==> config.mk <==
export PLATFORM = sky130hd
export DESIGN_NAME = terminal_writer
export DESIGN_NICKNAME = d
export VERILOG_FILES = /design/src/rtl/terminal_writer.sv
export SDC_FILE = /design/constraint.sdc
export NUM_CORES = 1
export LEC_CHECK = 0
export ABC_AREA = 1
export CORE_MARGIN = 1.5
export CORE_UTILIZATION = 45
export DETAILED_ROUTE_END_ITERATION = 16
export DONT_BUFFER_PORTS = 1
export MAX_ROUTING_LAYER = met4
export PLACE_DENSITY = 0.74
export SYNTH_ARGS = -nofsm -noshare
export SYNTH_HDL_FRONTEND = slang
export SYNTH_SLANG_ARGS = --single-unit
==> constraint.sdc <==
create_clock -name clk -period 1.8 [get_ports clk]
set_input_delay 0.27 -clock clk [delete_from_list [all_inputs] [get_ports clk]]
set_output_delay 0.27 -clock clk [all_outputs]
set_load 0.01 [all_outputs]
==> src/rtl/terminal_writer.sv <==
// Text terminal front end: turns an ASCII stream into VRAM cell writes with cursor tracking,
// line wrap and circular-buffer scrolling. Define TERMINAL_WRITER_TAB_EN to honour TAB (0x09).
module terminal_writer #(
  parameter int unsigned ROW_BITS     = 5,
  parameter int unsigned COL_BITS     = 7,
  parameter int unsigned VISIBLE_ROWS = 24,
  parameter int unsigned VISIBLE_COLS = 80
) (
  input  logic                clk,
  input  logic                reset,
  output logic                character_ready,
  input  logic                character_valid,
  input  logic [7:0]          character_byte,
  input  logic                write_ready,
  output logic                write_valid,
  output logic [ROW_BITS-1:0] write_row,
  output logic [COL_BITS-1:0] write_col,
  output logic [7:0]          write_byte,
  output logic [ROW_BITS-1:0] top_row
);

  localparam logic [1:0] StInit  = 2'd0;
  localparam logic [1:0] StIdle  = 2'd1;
  localparam logic [1:0] StWrite = 2'd2;
  localparam logic [1:0] StClear = 2'd3;

  localparam logic [ROW_BITS-1:0] LastLine = ROW_BITS'(VISIBLE_ROWS - 1);
  localparam logic [COL_BITS-1:0] LastCol  = COL_BITS'(VISIBLE_COLS - 1);
  localparam logic [7:0]          Space    = 8'h20;

  logic [1:0]          state_q, state_d;
  logic [ROW_BITS-1:0] top_q, top_d;
  logic [ROW_BITS-1:0] line_q, line_d;
  logic [COL_BITS-1:0] col_q, col_d;
  logic                wv_q, wv_d;
  logic [ROW_BITS-1:0] wrow_q, wrow_d;
  logic [COL_BITS-1:0] wcol_q, wcol_d;
  logic [7:0]          wbyte_q, wbyte_d;
  logic                do_nl;
  logic [ROW_BITS-1:0] cur_row;

  // Physical row wraps naturally in ROW_BITS-wide arithmetic.
  assign cur_row = top_q + line_q;

`ifdef TERMINAL_WRITER_TAB_EN
  logic [COL_BITS:0]   tab_sum;
  logic [COL_BITS-1:0] tab_col;
  assign tab_sum = {1'b0, col_q | COL_BITS'(7)} + (COL_BITS + 1)'(1);
  assign tab_col = (tab_sum >= (COL_BITS + 1)'(VISIBLE_COLS)) ? LastCol : tab_sum[COL_BITS-1:0];
`endif

  always_comb begin
    state_d = state_q;
    top_d   = top_q;
    line_d  = line_q;
    col_d   = col_q;
    wv_d    = wv_q;
    wrow_d  = wrow_q;
    wcol_d  = wcol_q;
    wbyte_d = wbyte_q;
    do_nl   = 1'b0;
    unique case (state_q)
      StInit: begin
        // line_q/col_q double as the fill counters; both end at zero.
        if (!wv_q) begin
          wv_d    = 1'b1;
          wrow_d  = line_q;
          wcol_d  = col_q;
          wbyte_d = Space;
        end else if (write_ready) begin
          if (col_q == LastCol) begin
            col_d  = '0;
            wcol_d = '0;
            if (line_q == LastLine) begin
              line_d  = '0;
              wv_d    = 1'b0;
              state_d = StIdle;
            end else begin
              line_d = line_q + ROW_BITS'(1);
              wrow_d = line_q + ROW_BITS'(1);
            end
          end else begin
            col_d  = col_q + COL_BITS'(1);
            wcol_d = col_q + COL_BITS'(1);
          end
        end
      end
      StIdle: begin
        wv_d = 1'b0;
        if (character_valid) begin
          if (character_byte >= 8'h20 && character_byte <= 8'h7e) begin
            state_d = StWrite;
            wv_d    = 1'b1;
            wrow_d  = cur_row;
            wcol_d  = col_q;
            wbyte_d = character_byte;
          end else begin
            case (character_byte)
              8'h0d: col_d = '0;
              8'h0a: do_nl = 1'b1;
              8'h08: if (col_q != '0) col_d = col_q - COL_BITS'(1);
`ifdef TERMINAL_WRITER_TAB_EN
              8'h09: col_d = tab_col;
`endif
              default: ;
            endcase
          end
        end
      end
      StWrite: begin
        if (write_ready) begin
          wv_d = 1'b0;
          if (col_q < LastCol) begin
            col_d   = col_q + COL_BITS'(1);
            state_d = StIdle;
          end else begin
            col_d = '0;
            do_nl = 1'b1;
          end
        end
      end
      StClear: begin
        if (write_ready) begin
          if (col_q == LastCol) begin
            col_d   = '0;
            wv_d    = 1'b0;
            state_d = StIdle;
          end else begin
            col_d  = col_q + COL_BITS'(1);
            wcol_d = col_q + COL_BITS'(1);
          end
        end
      end
      default: state_d = StInit;
    endcase

    // Scroll: new bottom row is (top+1) + (VISIBLE_ROWS-1) = top + VISIBLE_ROWS.
    if (do_nl) begin
      if (line_q < LastLine) begin
        line_d  = line_q + ROW_BITS'(1);
        state_d = StIdle;
      end else begin
        top_d   = top_q + ROW_BITS'(1);
        state_d = StClear;
        col_d   = '0;
        wv_d    = 1'b1;
        wrow_d  = top_q + ROW_BITS'(VISIBLE_ROWS);
        wcol_d  = '0;
        wbyte_d = Space;
      end
    end
  end

  always_ff @(posedge clk) begin
    if (reset) begin
      state_q <= StInit;
      top_q   <= '0;
      line_q  <= '0;
      col_q   <= '0;
      wv_q    <= 1'b0;
      wrow_q  <= '0;
      wcol_q  <= '0;
      wbyte_q <= Space;
    end else begin
      state_q <= state_d;
      top_q   <= top_d;
      line_q  <= line_d;
      col_q   <= col_d;
      wv_q    <= wv_d;
      wrow_q  <= wrow_d;
      wcol_q  <= wcol_d;
      wbyte_q <= wbyte_d;
    end
  end

  assign character_ready = (state_q == StIdle) && !reset;
  assign write_valid     = wv_q && !reset;
  assign write_row       = wrow_q;
  assign write_col       = wcol_q;
  assign write_byte      = wbyte_q;
  assign top_row         = top_q;

endmodule

==> results of run 1 <==
## layout make-up
class	instances	share of cell area (%)
Multi-Input combinational cell	424	56.5
Sequential cell	40	20.4
Timing Repair Buffer	59	11.4
Inverter	58	5.42
Tap cell	96	2.99
Clock buffer	5	1.71
Clock inverter	2	1.50
## per-stage QoR
step                instances  TNS, ps  power, mW
finish                    684        0       5.77
global route              684     -393       6.25
CTS                       676    -8.82       5.46
detailed placement        669    -2020       4.56
global placement          669    -1180       4.51
floorplan                 541        0       3.46
## sequential cells by signal, summed over array words and instances, names as in the netlist
name	flops
write_byte	8
col_q	7
write_col	7
line_q	5
top_row	5
write_row	5
state_q	2
wv_q	1
## cells by family (layout without fill, tap and decap cells)
logic type | count (synthesis) | in the layout | share of synthesized area (%)
flops | 40 | 40 | 24.3
fa+ha+maj | 14 | 14 | 5.55
buf+inv | 78 | 124 | 9.85
compound gates | 113 | 113 | 20.0
xor+xnor | 11 | 11 | 2.93
simple gates | 285 | 286 | 37.3
## per-layer routing
layer | up-vias | wire [um] | global-route usage (%)
met5 | - | 0 | -
met3 | 19 | 985 | 4.66
met4 | 0 | 153 | 7.39
met1 | 1765 | 4720 | 38.6
met2 | 197 | 5030 | 47.6
li1 | 1880 | - | -
## timing repair
action,CTS,global route
resized for setup,6,41
buffers inserted,0,7
gates cloned,0,1
endpoints found under the setup margin,34,38
pin swaps,2,7
## worst max-delay path, stage by stage, from the launching register on
cell,delay (ps)
dfxtp_2,370
ha_1,220
fa_1,410
xor2_1,160
a22oi_1,240
nand2_1,90
a21oi_1,150
nor2_1,60
## power by group
group	internal, mW	total [mW]	leakage (nW)	switching (mW)
Clock	0.546	0.881	0.0642	0.335
Sequential	1.09	1.39	0.330	0.294
Combinational	1.33	3.51	1.48	2.18
## worst min path at each step
stage | endpoint | slack (ps) | from
floorplan | write_byte[0] | 430 | character_byte[0]
global placement | top_row[0] | 330 | reset
detailed placement | top_row[0] | 340 | reset
CTS | top_row[0] | 20 | reset
global route | top_row[4] | 10 | reset
finish | top_row[0] | 20 | reset
## layout by cell type, fill, tap and decap left out, drive strengths merged, types with 3 or more instances in the layout
cell type    n
a21oi       51
a22oi       10
buf         59
clkbuf       5
dfxtp       40
ha          13
inv         57
nand2      142
nand3       45
nand4        8
nor2        77
nor3         7
o211ai       3
o21ai       36
or2          4
xnor2        5
xor2         6
==> qor.yml, run 1 <==
timing:
  slew_viol_final: 0
  finalClockSkew_ps: 8.83
  fmax_mhz: 557
  finalCritPeriodShare_pct: 99.7
  hold_viol_final: 0
  fin_crit_ps: 1800
  tightest_slew_ps: 429
  setup_slack_ps: 4.75
  slew_headroom_pct: 71.4
  hold_slack_ps: 24.7
  rsz0062_at_grt: "true"
  setup_viol: 0
finish:
  multi_input_area_um2: 2270
  num_antenna_cells: 0
  layout.area.seq_um2: 820
  finalNetCount: 614
  nFillCells: 651
  stdcell_area_um2: 4010
  areaGrowthSynthToFinish_pct: 22.0
  fin_util_pct: 57.8
  final_layout_size_suffix_gt1_share_pct: 19.9
worst_setup_path:
  r2r_end: "write_row[2]"
  crit_type: "reg -> reg"
  r2r_cells: 7
  start_kind: "flop"
  crit_fanout: 5
  worst_setup_path_end_kind: "flop"
  worst-r2r-setup-slack_ps: 5
  crit_arrival_ps: 1990
  critPathCapture: "write_row[2]"
  cp.required_ps: 1990
  r2r_start: "line_q[0]"
  crit_start: "line_q[0]"
synthesis:
  ys_top_cells_by_area: "dfxtp_1 24%, nand2_1 16%, nor2_1 8.3%, a21oi_1 7.5%, nand3_1 6.4%"
  synthFlopType: "dfxtp_1"
  synth_edf_count: 0
  synthCells: 541
  synth_area_um2: 3290
  synth.most_common_cell: "nand2_1"
  netlist_top_cells_count: "137 x nand2_1, 73 x nor2_1, 55 x inv_1, 49 x a21oi_1, 42 x nand3_1"
  synth_cell_types: 45
  postSynthAreaPerCell_um2: 6.08
  yosys.area.top_type: "dfxtp_1"
  synth.yosys.seq_area_share_pct: 24.3
  yosys_warnings: 0
  syn-num-nets: 567
  synth_async_sr_flop_share_pct: 0
  synth_top_area_share_pct: 24.3
  ys_ff_latch: 40
routing:
  vias: 3861
  drt-initial-drc-count: 447
  wirelength_um: 10900
  drc: 0
  wl_per_cell_um: 15.9
  via_per_inst: 5.64
  ant_nets: 0
  dr.pass1.iters: 6
placed_design:
  gp_congestion: 0.978
  dpl_cell_area_um2: 3690
  port_buffers: 0
  pre_cts_ws_ps: -172
  hpwl_um: 8160
power_and_ir_drop:
  ir_drop_v: 0.00110
  leakagePower_nw: 1.88
  power_density_nw_per_um2: 1440
run_status:
  outcome: "finished, final reports clean"
global_routing:
  grt_usage_pct: 29.5
  antenna_found_initial: 0
  grt_pass1_vias: 3587
  grt_max_degree: 20
  overflow: 0
  grt_pass1_wl_um: 17400
cts:
  cts_sinks: 40
  root_buffer: "clkbuf_8"
  cts.clk_slew.worst_paths_ps: 90
  insertion_delay_ps: 300
  clockBufferDepth: 2
  cts_tree: "yes"
  htreeDepth: 2
  cts_buffers: 5
  hold_buffers: 0
die:
  initial_core_util_pct: 47.4
  die-height_um: 88.5
  die_w_um: 88.5
  ios: 39
  fp-row-count: 30
  coreArea_um2: 6940
  dieArea_um2: 7830
flow_run:
  maxCapViolCount: 0
min_path:
  hold_depth: 1
  hold_class: "in -> reg"
Power figures use the tool's default switching activity.
==> run 2: changes to the inputs <==
- CAP_MARGIN: unset -> 25
- CTS_BUF_LIST: unset -> sky130_fd_sc_hd__clkbuf_8
- REMOVE_ABC_BUFFERS: unset -> 1
==> run 2 against run 1 <==
- via count fell by 2.4%
- critical path depth up 4
- non-clock buffer count shrank 6
- clock-buffer cell count stayed put
- combinational power up 1%
- cell count is 0.73% lower
- sequential power fell by 6%
- hold slack got worse by 5.6 ps
- die area unchanged
- sequential share of layout area grew 0.51 points
- critical path type unchanged
- highest routed layer unchanged
==> qor.yml, run 2 (synthesis results as in run 1) <==
placed_design:
  pre_cts_ws_ps: 3.04  # was -172 ps
  gp_congestion: 0.985  # was 0.978
  hpwl_um: 7890  # was 8160 um
  port_buffers: 0  # unchanged
die:
  ios: 39  # unchanged
  dieArea_um2: 7830  # unchanged
  coreArea_um2: 6940  # unchanged
  die_w_um: 88.5  # unchanged
  die-height_um: 88.5  # unchanged
  initial_core_util_pct: 47.4  # unchanged
  fp-row-count: 30  # unchanged
finish:
  nFillCells: 681  # was 651
  areaGrowthSynthToFinish_pct: 17.6  # was 22.0%
  fin_util_pct: 55.7  # was 57.8%
  num_antenna_cells: 0  # unchanged
  layout.area.seq_um2: 810  # was 820 um2
  finalNetCount: 608  # was 614
  largest_reg_flops: 8  # unchanged
  final_layout_size_suffix_gt1_share_pct: 17.7  # was 19.9%
  final_common_cell: "nand2_1"  # unchanged
  final_cell_mix: "136 x nand2_1, 68 x nor2_1, 52 x inv_1, 52 x buf_4, 48 x a21oi_1"  # was 132 x nand2_1, 69 x nor2_1, 55 x buf_4
  multi_input_area_um2: 2220  # was 2270 um2
cts:
  hold_buffers: 0  # unchanged
  htreeDepth: 2  # unchanged
  insertion_delay_ps: 300  # about the same
  cts.clk_slew.worst_paths_ps: 90  # about the same
  clockBufferDepth: 2  # unchanged
  cts_tree: "yes"  # unchanged
  root_buffer: "clkbuf_8"  # unchanged
  cts_sinks: 40  # unchanged
  cts_buffers: 5  # unchanged
routing:
  vias: 3769  # was 3861
  drt-initial-drc-count: 386  # was 447
  wl_per_cell_um: 15.3  # was 15.9 um
  via_per_inst: 5.55  # was 5.64
  ant_nets: 0  # unchanged
  dr.pass1.iters: 6  # unchanged
  wirelength_um: 10400  # was 10900 um
  drc: 0  # unchanged
worst_setup_path:
  crit_fanout: 5  # unchanged
  cp.required_ps: 1980  # was 1990 ps
  crit_type: "reg -> reg"  # unchanged
  start_kind: "flop"  # unchanged
  crit_arrival_ps: 1910  # was 1990 ps
  worst_setup_path_end_kind: "flop"  # unchanged
timing:
  setup_viol: 0  # unchanged
  hold_slack_ps: 19.0  # was 24.7 ps
  slew_headroom_pct: 77.7  # was 71.4%
  finalClockSkew_ps: 13.4  # was 8.83 ps
  setup_slack_ps: 70.0  # was 4.75 ps
  fin_crit_ps: 1730  # was 1800 ps
  slew_viol_final: 0  # unchanged
  finalCritPeriodShare_pct: 96.1  # was 99.7%
  tightest_slew_ps: 333  # was 429 ps
  final.setup.tns_ps: 0  # unchanged
  fmax_mhz: 578  # was 557 MHz
  hold_viol_final: 0  # unchanged
  rsz0062_at_grt: "true"  # unchanged
run_status:
  outcome: "finished, final reports clean"  # unchanged
global_routing:
  antenna_found_initial: 0  # unchanged
  grt_pass1_wl_um: 16700  # was 17400 um
  grt_pass1_vias: 3470  # was 3587
  grt_max_degree: 20  # unchanged
  grt_usage_pct: 28.4  # was 29.5%
  overflow: 0  # unchanged
power_and_ir_drop:
  ir_drop_v: 0.000779  # was 0.00110 V
  total_power_mw: 5.51  # was 5.77 mW
  leakagePower_nw: 1.82  # was 1.88 nW
  power_density_nw_per_um2: 1420  # was 1440 nW/um2
min_path:
  hold_class: "in -> reg"  # unchanged
flow_run:
  maxCapViolCount: 0  # unchanged
==> run 2: cell types whose count changed in the layout (fill, tap and decap cells not counted), sizes merged <==
cell      previous run  this run
buf                 59        53
bufinv               2         0
clkinv               1         2
clkinvlp             0         2
==> run 2: metrics by stage <==
stage	cell area, um2	cells
floorplan	3180	521
detailed placement	3670	666
finish	3870	679
CTS	3760	674
global placement	3670	666
global route	3870	679
==> run 2: cell type report <==
class	instances	area share [%]
Sequential cell	40	20.9
Timing Repair Buffer	53	10.4
Multi-Input combinational cell	424	57.5
Clock buffer	5	1.78
Inverter	58	5.76
Tap cell	96	3.10
Clock inverter	3	0.550
==> run 2: path summary, 6_finish.rpt <==
kind / start / endpoint / slack, ps / cells past startpoint
max: col_q[0] / col_q[4] / 70 / 11
min: reset / top_row[0] / 20 / 1
max reg2reg: col_q[0] / col_q[4] / 70 / 11
min reg2reg: write_byte[7] / write_byte[7] / 500 / 2
==> run 2: where the power goes <==
part / internal, mW / switching (mW) / total, mW / leakage [nW]
clock: 0.276 / 0.367 / 0.643 / 0.0445
combinational: 1.40 / 2.16 / 3.56 / 1.45
sequential: 1.08 / 0.235 / 1.31 / 0.329
total: 2.75 / 2.76 / 5.51 / 1.82
==> run 2: metal layers <==
layer / vias to the layer above / share of wire [%] / track usage (%)
met5: - / 0 / -
met4: 0 / 1.6 / 6.68
met3: 16 / 8.8 / 5.78
met2: 166 / 45 / 44.1
met1: 1725 / 45 / 37.9
li1: 1862 / - / -
==> run 2: critical path, cell delays in order, from the launching register on <==
cell and delay [ps]:
dfxtp_2 350, buf_4 150, inv_1 100, ha_1 150
nand4_1 150, nand2_1 150, nand3_2 100, and2_4 170
nand2_1 90, nand2_1 60, nand2_1 60, a21oi_1 70
==> run 2: timing repair <==
action | CTS | global route
gates cloned | 0 | 1
endpoints found under the setup margin | 5 | 33
gates resized for setup | 2 | 25
pin swaps | 0 | 4
buffers inserted | 0 | 4
